<file path="config.mk">
export PLATFORM = sky130hd
export DESIGN_NAME = tdm_receive_sync
export DESIGN_NICKNAME = d
export VERILOG_FILES = /design/src/rtl/tdm_receive_sync.sv
export SDC_FILE = /design/constraint.sdc
export NUM_CORES = 1
export LEC_CHECK = 0
export CORE_MARGIN = 2
export CORE_UTILIZATION = 57
export CTS_BUF_LIST = sky130_fd_sc_hd__clkbuf_4 sky130_fd_sc_hd__clkbuf_8
export DETAILED_ROUTE_END_ITERATION = 10
export PLACE_DENSITY = 0.87
export SYNTH_ARGS = -nofsm -noshare
export SYNTH_HDL_FRONTEND = slang
export SYNTH_SLANG_ARGS = --single-unit
export TNS_END_PERCENT = 10
</file>
<file path="constraint.sdc">
create_clock -name clk_in -period 20 [get_ports clk_in]
set_clock_uncertainty 0.1 [all_clocks]
set_input_delay 5 -clock clk_in [delete_from_list [all_inputs] [get_ports clk_in]]
set_output_delay 5 -clock clk_in [all_outputs]
set_load 0.1 [all_outputs]
</file>
<file path="src/rtl/tdm_receive_sync.sv">
// TDM serial receiver: oversamples sck/ws/sd in the clk_in domain, tracks frame position
// and lock, and publishes one masked multi-slot sample set per frame.
module tdm_receive_sync #(
  parameter int BIT_WIDTH   = 24,
  parameter int SLOT_WIDTH  = 32,
  parameter int SLOTS       = 8,
  parameter int FS_DELAY    = 1,
  parameter int SYNC_STAGES = 2
) (
  input  logic                             clk_in,
  input  logic                             rst_in,
  input  logic                             sck_in,
  input  logic                             ws_in,
  input  logic                             sd_in,
  input  logic [SLOTS-1:0]                 slot_en_in,
  output logic [SLOTS-1:0][BIT_WIDTH-1:0]  audio_out,
  output logic                             audio_valid_out,
  output logic                             frame_err_out,
  output logic                             locked_out
);

  localparam int FRAME  = SLOTS * SLOT_WIDTH;
  localparam int PW     = $clog2(FRAME + 1);
  localparam int P_DONE = FS_DELAY + (SLOTS - 1) * SLOT_WIDTH + BIT_WIDTH - 1;

  localparam logic [PW-1:0] FRAME_P = PW'(FRAME);
  localparam logic [PW-1:0] DONE_P  = PW'(P_DONE);
  localparam logic [PW-1:0] FSD_P   = PW'(FS_DELAY);
  localparam logic [PW-1:0] SW_P    = PW'(SLOT_WIDTH);
  localparam logic [PW-1:0] BW_P    = PW'(BIT_WIDTH);

  typedef enum logic {HUNT, RUN} state_t;

  logic [SYNC_STAGES-1:0] r_sck_sync, r_ws_sync, r_sd_sync;
  logic                   r_sck_prev, r_bit_edge, r_ws_bit, r_sd_bit;

  state_t                          r_state;
  logic [PW-1:0]                   r_pos;
  logic                            r_ws_prev;
  logic [SLOTS-1:0][BIT_WIDTH-1:0] r_shadow;

  logic                            w_fs, w_hit;
  logic [PW-1:0]                   w_cur, w_off, w_slot;
  logic [PW:0]                     w_off_x;
  logic [SLOTS-1:0][BIT_WIDTH-1:0] w_shadow_next, w_shadow_restart, w_frame;

  // Edge, ws and sd are registered together so the FSM sees one coherent bit sample.
  // NOTE: every sequential block uses non-blocking assignments so all flops update from pre-edge values.
  always_ff @(posedge clk_in or posedge rst_in) begin
    if (rst_in) begin
      r_sck_sync <= '0;
      r_ws_sync  <= '0;
      r_sd_sync  <= '0;
      r_sck_prev <= 1'b0;
      r_bit_edge <= 1'b0;
      r_ws_bit   <= 1'b0;
      r_sd_bit   <= 1'b0;
    end else begin
      r_sck_sync <= SYNC_STAGES'({r_sck_sync, sck_in});
      r_ws_sync  <= SYNC_STAGES'({r_ws_sync, ws_in});
      r_sd_sync  <= SYNC_STAGES'({r_sd_sync, sd_in});
      r_sck_prev <= r_sck_sync[SYNC_STAGES-1];
      r_bit_edge <= r_sck_sync[SYNC_STAGES-1] & ~r_sck_prev;
      r_ws_bit   <= r_ws_sync[SYNC_STAGES-1];
      r_sd_bit   <= r_sd_sync[SYNC_STAGES-1];
    end
  end

  assign w_fs    = r_ws_bit & ~r_ws_prev;
  assign w_cur   = r_pos + PW'(1);
  assign w_off_x = {1'b0, w_cur} - {1'b0, FSD_P};
  assign w_off   = w_off_x[PW-1:0];
  assign w_slot  = w_off / SW_P;
  assign w_hit   = !w_off_x[PW] && (w_off < FRAME_P) && ((w_off % SW_P) < BW_P);

  // NOTE: defaults first so no path through this block leaves a signal unassigned (no latches).
  always_comb begin
    w_shadow_next    = r_shadow;
    w_shadow_restart = '0;
    w_frame          = '0;
    for (int s = 0; s < SLOTS; s++) begin
      if (w_hit && (w_slot == PW'(s)))
        w_shadow_next[s] = (r_shadow[s] << 1) | BIT_WIDTH'(r_sd_bit);
      w_frame[s] = slot_en_in[s] ? w_shadow_next[s] : '0;
    end
    // With no frame-sync delay the frame-start edge already carries slot-0 MSB.
    if (FS_DELAY == 0)
      w_shadow_restart[0] = BIT_WIDTH'(r_sd_bit);
  end

  // NOTE: the shadow and output frames are reset explicitly; nothing may leak across a reset.
  always_ff @(posedge clk_in or posedge rst_in) begin
    if (rst_in) begin
      r_state         <= HUNT;
      r_pos           <= '0;
      r_ws_prev       <= 1'b0;
      r_shadow        <= '0;
      audio_out       <= '0;
      audio_valid_out <= 1'b0;
      frame_err_out   <= 1'b0;
      locked_out      <= 1'b0;
    end else begin
      audio_valid_out <= 1'b0;
      frame_err_out   <= 1'b0;
      if (r_bit_edge) begin
        r_ws_prev <= r_ws_bit;
        case (r_state)
          HUNT: begin
            if (w_fs) begin
              r_state  <= RUN;
              r_pos    <= '0;
              r_shadow <= w_shadow_restart;
            end
          end
          RUN: begin
            if (w_fs) begin
              r_pos    <= '0;
              r_shadow <= w_shadow_restart;
              if (w_cur == FRAME_P) begin
                locked_out <= 1'b1;
                if (DONE_P == FRAME_P) begin
                  audio_out       <= w_frame;
                  audio_valid_out <= 1'b1;
                end
              end else begin
                frame_err_out <= 1'b1;
                locked_out    <= 1'b0;
              end
            end else if (w_cur == FRAME_P) begin
              frame_err_out <= 1'b1;
              locked_out    <= 1'b0;
              r_state       <= HUNT;
              r_pos         <= '0;
            end else begin
              r_pos    <= w_cur;
              r_shadow <= w_shadow_next;
              if (w_cur == DONE_P) begin
                audio_out       <= w_frame;
                audio_valid_out <= 1'b1;
              end
            end
          end
          default: r_state <= HUNT;
        endcase
      end
    end
  end

endmodule

</file>
# Yosys cells after proc, flatten, opt, wreduce, memory -nomap -nowiden
# Index checks and enable logic that the tools add are counted.
# word_totals
wordCells	115
out_inout_bits	195
regBits	408
# classes
add_sub_neg	2
eq_ne	11
bitwise_logic	15
n_reduce_logical	17
magnitude_cmp	2
mux	39
# op_table
cell	n
$mux W192	3
$mux W24	16
$pmux W192 S2	1
$or A24 B1 Y24	8
$mux W9	3
$pmux W9 S2	1
$eq A4 B3 Y1 const B	4
$mux W1	14
$logic_and A1 B1 Y1	10
$sub A9 B1 Y10 const B	1
$add A9 B1 Y9 const B	1
$eq A9 B8 Y1 const B	1
$eq A9 B9 Y1 const B	1
$logic_not A9 Y1	1
$lt A9 B9 Y1 const B	1
$eq A4 B2 Y1 const B	2
$reduce_and A3 Y1	2
$lt A5 B5 Y1 const B	1
$not A1 Y1	5
$reduce_and A5 Y1	1
$eq A4 B1 Y1 const B	1
$ne A3 B3 Y1 const B	1
$and A1 B1 Y1	2
$ne A2 B2 Y1 const B	1
other kinds (4)	4

# Depth between registers and ports, before layout
# logic_depth
ltp_word	10
ltp_mapped	16

# Least setup slack after synthesis
# No wires, ideal clock.
# synth_path
kind	register to output
from	reg audio_out[0] (netlist name)
to	out audio_out[0] (netlist name)
setup_slack_ns	14.003
arrival_time_ns	0.897
path_stages_with_launch	1
required_ns	14.900
path_buffers	0
path_cell_list	dfrtp_1
# synth_lines
item	line_no	rtl
from (decl)	16	output logic [SLOTS-1:0][BIT_WIDTH-1:0] audio_out,
from (signal assigned)	122	audio_out <= w_frame;
from (signal assigned)	138	audio_out <= w_frame;
# No word-level cell between the ends.

# Final worst setup path
# layout_path
from	reg audio_out[72] (netlist name)
to	out audio_out[72] (netlist name)
# No word-level cell between the ends.

==> results.sh <==
export IMPL_arrival_ns=2.18
export IMPL_max_cap_violations=0
export IMPL_reg2reg_from="r_pos[0]$_DFFE_PP0P_"
export IMPL_crit_type="reg2out"
export IMPL_fmax_mhz=137
export IMPL_period_minus_slack_ns=7.28
export IMPL_crit_family="buffers and inverters"
export IMPL_hold_viol=0
export IMPL_syn_area_um2=16400
export IMPL_diodes=0
export IMPL_drtIter0Drc=1201
export IMPL_vias=11900
export IMPL_synth_cell_types=70
export IMPL_async_flop_share_pct=100
export IMPL_cts_max_path_buffers=3
export IMPL_antenna_found_initial=0
export IMPL_syn_inst=1464
export IMPL_instances_no_fill=2058
export IMPL_cp_num_buf_inv=1
export IMPL_setup_viol=0
export IMPL_row_count=62
export IMPL_worst_pin_slew_ns=1.20
export IMPL_slew_viol_final=0
export IMPL_endpoint_kind="primary output"
export IMPL_die_area_um2=30100
export IMPL_hold_depth=0
export IMPL_fin_util_pct=69.5
export IMPL_root_buffer="clkbuf_8"
export IMPL_drtPass1Iterations=5
export IMPL_finalNetCount=1650
export IMPL_powerDensity_nw_per_um2=86.6
export IMPL_required_ns=14.90
export IMPL_finalCritPeriodShare_pct=36.4
export IMPL_pin_count=208
export IMPL_power_uw=1710
export IMPL_path_clk_slew_ns=0.06
export IMPL_portBuffers=207
export IMPL_clock_latency_ns=0.61
export IMPL_tritoncts="built"
export IMPL_start_util_pct=57.5
export IMPL_gp_congestion=0.891
export IMPL_dpl_cell_count=1954
export IMPL_rrSetupSlack_ns=15.33
export IMPL_final_antenna_net_count=0
export IMPL_routedWlPerCell_um=17.1
export IMPL_grt_pass1_vias=11400
export IMPL_cp_slowest_cell="clkdlybuf4s50_1"
export IMPL_wl_um=35200
export IMPL_final_common_cell="dfrtp_1"
export IMPL_ys_flop_type="dfrtp_1"
export IMPL_area_delta_synth_final_pct=20.8
export IMPL_hold_class="reg2reg"
export IMPL_p_leak_uw=0.00921
export IMPL_slowest_delay_ns=1.17
export IMPL_crit_fanout=2
export IMPL_cts_htree_levels=2
export IMPL_dp_hpwl_um=22300
export IMPL_fin_setup_tns_ns=0
export IMPL_synth_edf_count=0
export IMPL_cts_resized=0
export IMPL_status="finished clean"
export IMPL_die_y_um=174
export IMPL_via_per_inst=5.78
export IMPL_final_cell_mix="dfrtp_1 (408), nand2_1 (377), clkdlybuf4s50_1 (207)"
export IMPL_syn_avg_cell_area_um2=11.2
export IMPL_overflow=0
export IMPL_rr_worst_depth=11
export IMPL_hold_buffers=0
export IMPL_post_cts_buffers=0
export IMPL_yosysSeqAreaShare_pct=62.3
export IMPL_drc_errors=0
export IMPL_cts_made_buffers=60
export IMPL_rsz0062_at_grt="false"
export IMPL_grt_use_total_pct=23.5
export IMPL_r2r_end="audio_out[152]$_DFFE_PP0P_"
export IMPL_synth_seq_cells=408
export IMPL_worstHoldStart="r_sd_sync[1]$_DFF_PP0_"
export IMPL_grt_max_degree=196
export IMPL_grt_first_pass_wirelength_um=58700
export IMPL_worstPathCellList="clkdlybuf4s50_1"
export IMPL_peakVddDrop_mv=0.0519
export IMPL_drive_gt1_share_pct=8.96
export IMPL_coreArea_um2=28500
export IMPL_cts_num_sinks=408
export IMPL_slew_headroom_pct=19.4
export IMPL_hold_end="r_sd_bit$_DFF_PP0_"
export IMPL_die_x_um=174
export IMPL_cp_start_kind="flop"
export IMPL_synth_fp_nets=1482
export IMPL_yosysWarningCount=0
[power breakdown]
group / internal [uW] / switching (uW) / leakage [uW]
Combinational: 38.7 / 103 / 0.00384
Sequential: 836 / 17.0 / 0.00466
Clock: 410 / 308 / 0.000706
Total: 1280 / 428 / 0.00921
[layer usage]
layer,global-route usage [%],vias up,wire [um]
li1,-,5489,-
met1,33.5,5990,15200
met2,37.9,373,17300
met3,4.10,49,2030
met4,6.32,0,690
met5,0,-,0
[cell usage after synthesis (3+ instances only)]
cell,count,area share (%)
dfrtp_1,408,62
nand2_1,377,8.6
o21ai_0,204,6.2
a22o_1,186,9.9
buf_2,47,1.4
clkbuf_1,40,0.92
mux2i_1,24,1.5
nor2_1,19,0.44
buf_4,16,0.73
nand3_1,9,0.27
a32o_1,8,0.49
and3_1,7,0.27
inv_1,6,0.14
nor3_1,6,0.18
buf_6,5,0.34
ha_1,5,0.38
nand2b_1,5,0.19
a21oi_1,4,0.12
a31oi_1,4,0.15
and2_1,4,0.15
a21oi_2,3,0.16
nand4_1,3,0.11
nor3_2,3,0.18
nor3_4,3,0.30
nor4_4,3,0.39
o211ai_1,3,0.14
o21ai_1,3,0.092
or3_1,3,0.11
xnor2_1,3,0.16
[worst max path at each step]
stage,start,end,slack [ns],depth (start not counted)
after global routing,audio_out[140]$_DFFE_PP0P_,audio_out[140],12.66,1
after floorplan,rst_in,audio_out[0]$_DFFE_PP0P_,3.55,1
after detailed placement,rst_in,audio_out[14]$_DFFE_PP0P_,12.55,3
after global placement,rst_in,r_shadow[13]$_DFFE_PP0P_,12.65,3
after CTS,audio_out[140]$_DFFE_PP0P_,audio_out[140],12.69,1
final,audio_out[72]$_DFFE_PP0P_,audio_out[72],12.72,1
[registers in the layout (all words and copies together), names as in the netlist, 2 cells and up]
name,flops
r_sck_sync,2
r_sd_sync,2
audio_out,192
r_shadow,192
r_pos,9
r_ws_sync,2
[through the flow]
stage | setup WS [ns] | instance area, um2 | hold slack [ns]
3_3_place_gp | 12.65 | 18500 | 0.235
3_5_place_dp | 12.55 | 18500 | 0.237
6_report | 12.72 | 19800 | 0.250
5_1_grt | 12.66 | 19800 | 0.259
2_1_floorplan | 3.55 | 16400 | 0.231
4_1_cts | 12.69 | 19800 | 0.252
[final cells by class]
cell class / count / area, um2
Fill cell: 2018 / 8680
Timing Repair Buffer: 215 / 2140
Clock buffer: 95 / 1210
Inverter: 6 / 30.0
Tap cell: 384 / 480
Clock inverter: 9 / 121
Sequential cell: 408 / 10200
Multi-Input combinational cell: 941 / 5590
[kinds of logic after synthesis]
kind of cell             share of synthesized area [%]
multiplexers                                      1.60
AND/OR/NAND/NOR                                   12.5
XOR/XNOR                                         0.649
adder cells (fa/ha/maj)                          0.382
buffers and inverters                             3.59
AO/OA/AOI/OAI                                     18.9
flip-flops                                        62.3
(Power assumes the default switching activity.)
